<file path="src/rtl/cla_seq_add_ctrl.sv">
// cla_seq_add_ctrl: adds two WIDTH-bit operands through one shared external
// CLA_16 slice, one 16-bit chunk per cycle, LSB chunk first. The carry moves
// from one chunk to the next through an internal register.
// Optional feature macro: CLA_SEQ_ADD_SUB_EN adds subtract mode (A - B via
// stored ~B and an initial carry of 1). When it is undefined, sub_in is ignored.
module cla_seq_add_ctrl #(
  parameter int WIDTH = 64
) (
  input  logic             clk_in,
  input  logic             rst_in,
  input  logic             start_valid_in,
  output logic             start_ready_out,
  input  logic [WIDTH-1:0] a_in,
  input  logic [WIDTH-1:0] b_in,
  input  logic             c_in,
  input  logic             sub_in,
  output logic             res_valid_out,
  input  logic             res_ready_in,
  output logic [WIDTH-1:0] s_out,
  output logic             c_out,
  output logic             ovf_out,
  output logic             busy_out,
  output logic [15:0]      slice_a_out,
  output logic [15:0]      slice_b_out,
  output logic             slice_c_out,
  input  logic [15:0]      slice_s_in,
  input  logic             slice_c_in
);

  localparam int NCHUNK = WIDTH / 16;
  localparam int IDX_W  = (NCHUNK > 1) ? $clog2(NCHUNK) : 1;
  localparam logic [IDX_W-1:0] LAST_IDX = IDX_W'(NCHUNK - 1);

  localparam logic [1:0] S_IDLE = 2'd0;
  localparam logic [1:0] S_RUN  = 2'd1;
  localparam logic [1:0] S_DONE = 2'd2;

  logic [1:0]       state;
  logic [IDX_W-1:0] idx;
  logic [WIDTH-1:0] a_reg;
  logic [WIDTH-1:0] b_reg;   // effective B: already inverted when subtracting
  logic             carry;   // carry into the current chunk
  logic [15:0]      a_chunk;
  logic [15:0]      b_chunk;
  logic             b_eff_in;
  logic [WIDTH-1:0] b_load;
  logic             c_load;

  // Effective operand B and initial carry captured at accept.
`ifdef CLA_SEQ_ADD_SUB_EN
  assign b_load = sub_in ? ~b_in : b_in;
  assign c_load = sub_in ? 1'b1 : c_in;
`else
  logic unused_sub;
  assign unused_sub = sub_in;
  assign b_load     = b_in;
  assign c_load     = c_in;
`endif

  // Status flags decode directly from the state register.
  assign start_ready_out = (state == S_IDLE);
  assign busy_out        = (state == S_RUN);
  assign res_valid_out   = (state == S_DONE);

  // Select the current 16-bit chunk of each stored operand.
  always_comb begin
    // NOTE: default every always_comb output first so no path leaves it unassigned (no latch).
    a_chunk = '0;
    b_chunk = '0;
    for (int i = 0; i < NCHUNK; i++) begin
      if (idx == IDX_W'(i)) begin
        a_chunk = a_reg[16*i +: 16];
        b_chunk = b_reg[16*i +: 16];
      end
    end
  end

  // Drive the slice only in RUN; hold it at zero otherwise to avoid toggling.
  assign slice_a_out = busy_out ? a_chunk : 16'h0000;
  assign slice_b_out = busy_out ? b_chunk : 16'h0000;
  assign slice_c_out = busy_out ? carry   : 1'b0;

  // Sign bit of B as it enters the adder, used for the overflow check.
  assign b_eff_in = b_reg[WIDTH-1];

  // Sequencer: accept, walk the chunks, then hold the result until taken.
  always_ff @(posedge clk_in or posedge rst_in) begin
    if (rst_in) begin
      state   <= S_IDLE;
      idx     <= '0;
      a_reg   <= '0;
      b_reg   <= '0;
      carry   <= 1'b0;
      s_out   <= '0;
      c_out   <= 1'b0;
      ovf_out <= 1'b0;
    end else begin
      case (state)
        S_IDLE: begin
          if (start_valid_in) begin
            // NOTE: sequential state uses non-blocking assignments so every register sees pre-edge values.
            a_reg <= a_in;
            b_reg <= b_load;
            carry <= c_load;
            idx   <= '0;
            state <= S_RUN;
          end
        end
        S_RUN: begin
          for (int i = 0; i < NCHUNK; i++) begin
            if (idx == IDX_W'(i)) s_out[16*i +: 16] <= slice_s_in;
          end
          carry <= slice_c_in;
          idx   <= idx + IDX_W'(1);
          if (idx == LAST_IDX) begin
            c_out   <= slice_c_in;
            ovf_out <= (a_reg[WIDTH-1] == b_eff_in) &&
                       (slice_s_in[15] != a_reg[WIDTH-1]);
            state   <= S_DONE;
          end
        end
        S_DONE: begin
          if (res_ready_in) state <= S_IDLE;
        end
        default: state <= S_IDLE;
      endcase
    end
  end

endmodule

</file>
<file path="config.mk">
export PLATFORM = sky130hd
export DESIGN_NAME = cla_seq_add_ctrl
export DESIGN_NICKNAME = d
export VERILOG_FILES = /design/src/rtl/cla_seq_add_ctrl.sv
export SDC_FILE = /design/constraint.sdc
export NUM_CORES = 1
export LEC_CHECK = 0
export CORE_ASPECT_RATIO = 0.75
export CORE_MARGIN = 2
export CORE_UTILIZATION = 43
export CTS_CLUSTER_SIZE = 40
export DETAILED_ROUTE_END_ITERATION = 7
export GPL_TIMING_DRIVEN = 1
export PLACE_DENSITY = 0.74
export SLEW_MARGIN = 40
export SYNTH_ARGS = -nofsm -noshare
export SYNTH_HDL_FRONTEND = slang
export SYNTH_SLANG_ARGS = --single-unit
export TNS_END_PERCENT = 100
</file>
<file path="constraint.sdc">
create_clock -name clk_in -period 19.47 [get_ports clk_in]
set_clock_uncertainty 0.05 [all_clocks]
set_input_delay 3.894 -clock clk_in [delete_from_list [all_inputs] [get_ports clk_in]]
set_output_delay 3.894 -clock clk_in [all_outputs]
set_load 0.05 [all_outputs]
</file>
==> results of run 1 <==
[worst max-delay path, delay by kind of cell, from the launching register on]
| family | cells | cell delay [ns] |
|---|---|---|
| buf+inv | 3 | 1.37 |
| fa+ha+maj | 1 | 0.21 |
| compound gates | 2 | 0.70 |
| flops | 1 | 0.44 |
| simple gates | 1 | 0.15 |
[worst paths after layout]
kind                            from         endpoint  slack (ns)  cells after the start
setup / recovery              idx[0]  slice_b_out[10]       12.22                      7
hold / removal             b_reg[14]        b_reg[14]        0.42                      2
setup reg to reg              idx[0]        s_out[48]       16.92                      5
hold reg to reg            b_reg[14]        b_reg[14]        0.42                      2
max in group asynchronous     rst_in        b_reg[42]       14.23                      3
min in group asynchronous     rst_in        s_out[35]        3.90                      2
[placed cells by master, fill, tap and decap left out, types with 2 or more instances in the layout]
master,instances
nand3_1,32
nor2_1,2
ha_1,3
inv_6,3
o32ai_1,2
inv_1,3
nand2_1,389
clkbuf_16,17
o31ai_1,31
inv_12,3
nand2_2,3
dfrtp_1,199
clkinv_8,6
a221oi_1,32
inv_8,2
buf_6,2
clkdlybuf4s50_1,251
buf_4,6
mux2_2,65
o21ai_0,33
o21ai_1,3
[kinds of logic (layout without fill, tap and decap cells)]
group           Yosys count  after routing  share of synthesized area [%]
simple gates            435            435                           20.1
flops                   199            199                           58.1
compound gates          103            103                           8.43
buf+inv                  68            299                           4.30
mux                      65             65                           8.53
fa+ha+maj                 4              4                          0.584
[power by group]
group | switching (mW) | internal [mW] | total [mW] | leakage [nW]
Combinational | 0.880 | 0.451 | 1.33 | 2.68
Sequential | 0.109 | 0.618 | 0.726 | 2.42
Clock | 0.184 | 0.191 | 0.374 | 0.310
[per-layer routing]
layer | vias to the layer above | track usage (%)
met3 | 24 | 5.77
met2 | 255 | 34.8
met5 | - | 0
met4 | 0 | 5.98
li1 | 3344 | -
met1 | 3381 | 35.5
[final cells by class]
type | instances | area share (%)
sequential | 199 | 42.1
multi-input combinational | 607 | 27.4
timing repair buffer | 261 | 22.1
clock buffer | 17 | 3.59
tap | 253 | 2.67
clock inverter | 15 | 1.84
inverter | 6 | 0.317
[through the flow]
step                      hold slack [ns]  std cells  instance area [µm²]  utilization, %
after floorplan                     0.388        874                 8580               -
after global placement              0.403       1324                11100            57.3
after detailed placement            0.406       1325                11200            57.4
after CTS                           0.426       1357                11800            60.7
after global routing                0.446       1358                11800            60.9
final                               0.419       1358                11800            60.9
==> flow_summary.yaml, run 1 <==
place:
  routabilityCongestion: 0.852
  post-place-ws_ns: 12.74
  port_buffers: 251
  dp_hpwl_mm: 16.3
routing:
  first_pass_iters: 5
  drcViolationCount: 0
  ant_nets: 0
  routed.top_layer: "met4"
  route.met3.wl_mm: 1.72
  drt_iter0_drc: 494
  routed_wirelength_mm: 24.6
  wl_per_cell_um: 18.1
  m1WireLength_mm: 11.6
  wl_met2_mm: 11.0
  vias_per_cell: 5.16
  vias: 7004
final_layout:
  n_antenna_cell: 0
  nFillCells: 1601
  drive_gt1_share_pct: 10.7
  final_nets: 1247
  area_growth_pct: 38.0
  multi_input_area_um2: 3240
  regArea_um2: 4980
yosys:
  synth-seq-area-share_pct: 58.1
  syn-instance-count: 874
  syn-num-nets: 1029
  yosysMostFrequentCell: "nand2_1"
  synth_top_cell_area_share_pct: 58.1
  syn_area_per_cell_um2: 9.81
  synth_edf_count: 0
  synth_warnings: 0
  synth_ff_type: "dfrtp_1"
  syn-cell-area_um2: 8580
  yosys.area.top_type: "dfrtp_1"
  synthTopCellsByArea: "dfrtp_1, nand2_1, mux2_2"
  synthArstFlopShare_pct: 100
  synth.distinct_cells: 29
  synth_common_cells: "nand2_1, dfrtp_1, mux2_2"
  yosys_register_bits: 199
outcome:
  status: "finished, final reports clean"
worst_setup_path:
  slowest_delay_ns: 0.89
  cp_slowest_cell: "clkdlybuf4s50_1"
  cp-start-kind: "register"
  crit_type: "register to output pin"
  cp.arrival_ns: 3.31
  worstPathRequired_ns: 15.53
  end_kind: "output pin"
  crit_chain: "inv_1, ha_1, nor2b_2, buf_4, a221oi_1, o31ai_1, clkdlybuf4s50_1"
  crit_fanout: 31
clocking:
  clk_root_buffer_cell: "clkbuf_16"
  cts_tree: "yes"
  cts_setup_buffers: 0
  ctsResizeCount: 0
  holdBufCountCts: 0
  numCtsBuffers: 17
  htreeDepth: 4
  cts_sinks: 199
  clkTransAtPathRegs_ns: 0.08
  clock_path_buffers: 2
  clk-insertion-delay-late_ns: 0.42
timing:
  finalSetupViolCount: 0
  slew_headroom_pct: 45.5
  worst_slew_pin_slew_ns: 0.817
  rsz0062_at_grt: "no"
  fmax_ghz: 0.138
  finalCritPeriodShare_pct: 37.2
  layout_min_cycle_time_ns: 7.25
  drv_slew: 0
  setup_tns_ns: 0
  final-hold-violation-count: 0
  fin_ws_ns: 12.22
floorplanning:
  chipWidth_um: 167
  io_pins: 253
  core_area_um2: 19400
  die_area_um2: 21100
  start_util_pct: 44.1
  die_h_um: 126
  row_count: 44
global_route:
  grt_use_total_pct: 23.7
  grt_pass1_vias: 7062
  grt_pass1_wl_mm: 39.3
  overflow: 0
  antenna_found_initial: 0
  grt_max_degree: 120
job:
  maxCapViolations: 0
pwr:
  power_density_nw_per_um2: 205
  max-vdd-ir-drop_uv: 120
  total_power_mw: 2.43
  leakage_nw: 5.41
hold_path:
  hold_path_class: "register to register"
Note: power is estimated with default switching activity, not from simulation.
==> run 2, diff against run 1 <==
PLACE_DENSITY = 0.77   (was 0.74)
clock period = 5.98 ns   (was 19.47 ns; I/O delays follow)
==> run 2 against run 1 <==
Effect of this change:
- register-to-register slack worse by 14 ns
- final area is 0.31% higher
- final cell count is 0.22% higher
- clock power grew to 3.1 times the previous value
- power grew to 3.2 times the previous value
- sequential cell count stayed put
- worst hold slack better by 0.0043 ns
- largest cell class unchanged
==> flow_summary.yaml, run 2 (synthesis gave the netlist of run 1 again) <==
worst_setup_path:
  cp.arrival_ns: 3.39
  crit_start: "idx[0]"
  crit_type: "register to output pin"
  crit_fanout: 19
  worstPathRequired_ns: 4.73
  cp_slowest_cell: "clkdlybuf4s50_1"
  rr_worst_depth: 4
  worst_r2r_startpoint: "idx[0]"
  crit_chain: "inv_1, ha_1, nor2b_4, buf_4, a221oi_1, o31ai_1, clkdlybuf4s50_1"
  slowest_delay_ns: 0.85
  cp-start-kind: "register"
  end_kind: "output pin"
clocking:
  cts_setup_buffers: 0
  clkTransAtPathRegs_ns: 0.08
  clk-insertion-delay-late_ns: 0.43
  holdBufCountCts: 0
  cts_sinks: 199
  htreeDepth: 4
  ctsResizeCount: 0
  clock_path_buffers: 2
  clk_root_buffer_cell: "clkbuf_16"
  cts_tree: "yes"
  numCtsBuffers: 17
timing:
  final-hold-violation-count: 0
  rsz0062_at_grt: "no"
  hold-worst-slack_ns: 0.423
  slew_headroom_pct: 43.5
  finalSetupViolCount: 0
  worst_slew_pin_slew_ns: 0.847
  fin_ws_ns: 1.34
  layout_min_cycle_time_ns: 4.64
  finalCritPeriodShare_pct: 77.6
  setup_tns_ns: 0
  drv_slew: 0
  fmax_ghz: 0.216
floorplanning:
  row_count: 44
  chipWidth_um: 167
  io_pins: 253
  core_area_um2: 19400
  die_area_um2: 21100
  start_util_pct: 44.1
  die_h_um: 126
routing:
  wl_per_cell_um: 17.8
  first_pass_iters: 5
  drt_iter0_drc: 491
  ant_nets: 0
  vias: 7062
  routed_wirelength_mm: 24.3
  drcViolationCount: 0
  vias_per_cell: 5.19
job:
  maxCapViolations: 0
global_route:
  grt_pass1_vias: 7295
  grt_pass1_wl_mm: 39.5
  overflow: 0
  grt_max_degree: 106
  antenna_found_initial: 1
  grt_use_total_pct: 23.9
final_layout:
  drive_gt1_share_pct: 10.8
  regArea_um2: 4980
  mostFrequentLayoutCells: "nand2_1, clkdlybuf4s50_1, dfrtp_1"
  multi_input_area_um2: 3250
  nFillCells: 1628
  area_growth_pct: 38.5
  fin_area_um2: 11900
  final_nets: 1249
  fin_util_pct: 61.1
  layout.cells.most_common: "nand2_1"
  layout.cells.non_filler: 1361
place:
  routabilityCongestion: 0.839
  port_buffers: 251
  post-place-ws_ns: 1.54
  dp_hpwl_mm: 16.8
  place_area_um2: 11300
  dp_cells: 1328
pwr:
  max-vdd-ir-drop_uv: 433
  power_density_nw_per_um2: 665
  leakage_nw: 5.41
  total_power_mw: 7.89
hold_path:
  worstHoldStart: "b_reg[14]"
  hold_path_class: "register to register"
  hold-path-cell-count: 2
outcome:
  status: "finished, final reports clean"
[run 2: cell count changes in the layout (fill, tap and decap cells not counted), sizes merged]
cell | previous run | this run
buf | 9 | 12
bufinv | 1 | 0
clkbuf | 18 | 17
clkinv | 7 | 6
clkinvlp | 0 | 2
diode | 0 | 1
[run 2: power breakdown]
part	internal, mW	total [mW]	switching [mW]
sequential	2.01	2.37	0.355
clock	0.575	1.17	0.599
combinational	1.49	4.35	2.86
[run 2: worst paths after layout]
| check | endpoint | slack (ns) |
|---|---|---|
| setup / recovery | slice_b_out[10] | 1.34 |
| hold / removal | b_reg[14] | 0.42 |
| setup reg to reg | s_out[55] | 3.40 |
| hold reg to reg | b_reg[14] | 0.42 |
| max in group asynchronous | a_reg[15] | 3.46 |
| min in group asynchronous | s_out[38] | 1.15 |
[run 2: area by class of cell]
class,count,area share [%]
antenna,1,0.0211
clock buffer,17,3.58
clock inverter,15,1.62
inverter,6,0.242
multi-input combinational,607,27.3
sequential,199,41.9
tap,253,2.67
timing repair buffer,263,22.6
[run 2: layer usage]
metal,share of wire [%],track usage (%),vias to the layer above,wire (µm)
met3,6.3,5.30,26,1530
met5,0,0,-,0
met4,1.4,5.58,0,347
li1,-,-,3350,-
met1,46,35.3,3463,11300
met2,46,36.2,223,11100
[run 2: critical path: cells and delay by family (launching register included)]
| kind | cells | cell delay, ns |
|---|---|---|
| buffers and inverters | 3 | 1.26 |
| AO/OA/AOI/OAI | 2 | 0.54 |
| AND/OR/NAND/NOR | 1 | 0.49 |
| flip-flops | 1 | 0.43 |
| adder cells (fa/ha/maj) | 1 | 0.23 |
==> run 3, diff against run 2 <==
clock period = 3.83 ns   (was 5.98 ns; I/O delays follow)
==> run 3 against run 2 <==
Effect of this change:
- critical path depth is the same
- first-iteration DRC count grew 32%
- final cell count grew 0.22%
- global-route usage shrank 0.15 points
- wire length grew 0.58%
- clock power grew 57%
- count of clock-buffer cells in the layout grew 1
- power grew 56%
- worst hold slack lost 0.0015 ns
- sequential power grew 57%
- via count shrank 0.11%
- final area shrank 0.96%
==> flow_summary.yaml, run 3 (synthesis gave the netlist of run 1 again) <==
timing:
  setup_tns_ns: 0
  slew_headroom_pct: 48.9
  fin_ws_ns: 0.373
  drv_slew: 0
  final-hold-violation-count: 0
  finalCritPeriodShare_pct: 90.3
  finalSetupViolCount: 0
  fmax_ghz: 0.289
  layout_min_cycle_time_ns: 3.46
  worst_slew_pin_slew_ns: 0.766
  rsz0062_at_grt: "no"
worst_setup_path:
  cp.arrival_ns: 2.64
  critPathCapture: "slice_a_out[10]"
  r2r_slack_ns: 1.50
  worstReg2RegEnd: "s_out[1]"
  worstPathBufferInverterCount: 3
  cp-start-kind: "register"
  cp_slowest_cell: "a221oi_1"
  critical_path.top_delay_family: "compound AO/OA/AOI/OAI gates"
  crit_cells: 7
  end_kind: "output pin"
  rr_worst_depth: 5
  crit_start: "idx[0]"
  crit_fanout: 20
  worst_path_most_repeated_cell: "buf_4"
  slowest_delay_ns: 0.68
  worst_r2r_startpoint: "state[1]"
  crit_type: "register to output pin"
  crit_chain: "inv_1, ha_1, nor2b_2, buf_4, a221oi_1, o31ai_1, buf_4"
  worstPathRequired_ns: 3.01
global_route:
  overflow: 0
  grt_max_degree: 128
  grt_pass1_vias: 7141
  antenna_found_initial: 1
  grt_use_total_pct: 23.7
  grt_pass1_wl_mm: 39.1
floorplanning:
  die_area_um2: 21100
  chipWidth_um: 167
  io_pins: 253
  start_util_pct: 44.1
  row_count: 44
  core_area_um2: 19400
  die_h_um: 126
outcome:
  status: "finished, final reports clean"
pwr:
  switching_share_pct: 48.0
  intPower_mw: 6.39
  seqPwrFrac_pct: 30.2
  max-vdd-ir-drop_uv: 651
  power_density_nw_per_um2: 1040
  power_frac_comb_pct: 54.9
  leakage_nw: 5.47
  pwr-share-clk_pct: 15.0
  p_sw_mw: 5.89
clocking:
  clkTransAtPathRegs_ns: 0.07
  clk-insertion-delay-late_ns: 0.43
  ctsResizeCount: 0
  clock_path_buffers: 2
  clk_root_buffer_cell: "clkbuf_16"
  cts_sinks: 199
  htreeDepth: 4
  holdBufCountCts: 0
  cts_tree: "yes"
  cts_setup_buffers: 0
  numCtsBuffers: 17
hold_path:
  worstHoldStart: "b_reg[45]"
  hold-path-cell-count: 2
  hold_path_class: "register to register"
final_layout:
  layout.cells.most_common: "nand2_1"
  drive_gt1_share_pct: 14.0
  final_nets: 1253
  area_growth_pct: 37.1
  mostFrequentLayoutCells: "nand2_1, clkdlybuf4s50_1, dfrtp_1"
  n_antenna_cell: 0
place:
  post-place-ws_ns: 0.869
  port_buffers: 251
  routabilityCongestion: 0.837
  dp_hpwl_mm: 16.9
routing:
  vias_per_cell: 5.17
  first_pass_iters: 6
  routed_wirelength_mm: 24.4
  drt_iter0_drc: 647
  drcViolationCount: 0
  ant_nets: 0
  vias: 7054
  wl_per_cell_um: 17.9
job:
  maxCapViolations: 0
==> run 3: power by group through the flow <==
stage | logic (mW) | clock network (mW) | registers, mW
after CTS | 6.76 | 1.87 | 3.70
after global placement | 6.64 | 0 | 3.68
final | 6.73 | 1.84 | 3.71
after floorplan | 3.39 | 0 | 4.87
after global routing | 7.17 | 1.97 | 3.84
after detailed placement | 6.74 | 0 | 3.73
==> run 3: metrics by stage <==
step | util, % | hold WS, ns | cell area [µm²] | instances | total power [mW]
global placement | 57.4 | 0.402 | 11200 | 1332 | 10.3
CTS | 60.5 | 0.425 | 11800 | 1364 | 12.3
global route | 60.5 | 0.449 | 11800 | 1364 | 13.0
floorplan | - | 0.388 | 8580 | 874 | 8.26
finish | 60.5 | 0.421 | 11800 | 1364 | 12.3
detailed placement | 57.4 | 0.407 | 11200 | 1332 | 10.5
==> run 3: cell type report <==
class / instances / area, µm²
clock buffer: 18 / 439
timing repair buffer: 267 / 2590
sequential: 199 / 4980
tap: 253 / 317
clock inverter: 14 / 163
multi-input combinational: 607 / 3240
inverter: 6 / 28.8
fill: 1688 / 7670
==> run 3: per-layer routing <==
metal	vias to the layer above	GRT usage, %	routed length (µm)
met5	-	0	0
met4	0	5.93	299
met3	22	5.46	1540
met2	216	35.3	11000
met1	3453	35.4	11600
li1	3363	-	-
==> run 3: worst min-delay path by stage <==
stage | endpoint | slack [ns]
floorplan | b_reg[14] | 0.39
global placement | b_reg[41] | 0.40
detailed placement | a_reg[39] | 0.41
CTS | b_reg[39] | 0.43
global route | a_reg[13] | 0.45
finish | b_reg[45] | 0.42
==> run 3: worst min-delay path, delay by kind of cell, from the launching register on <==
kind | cells | cell delay [ns]
flops | 1 | 0.34
simple gates | 2 | 0.10
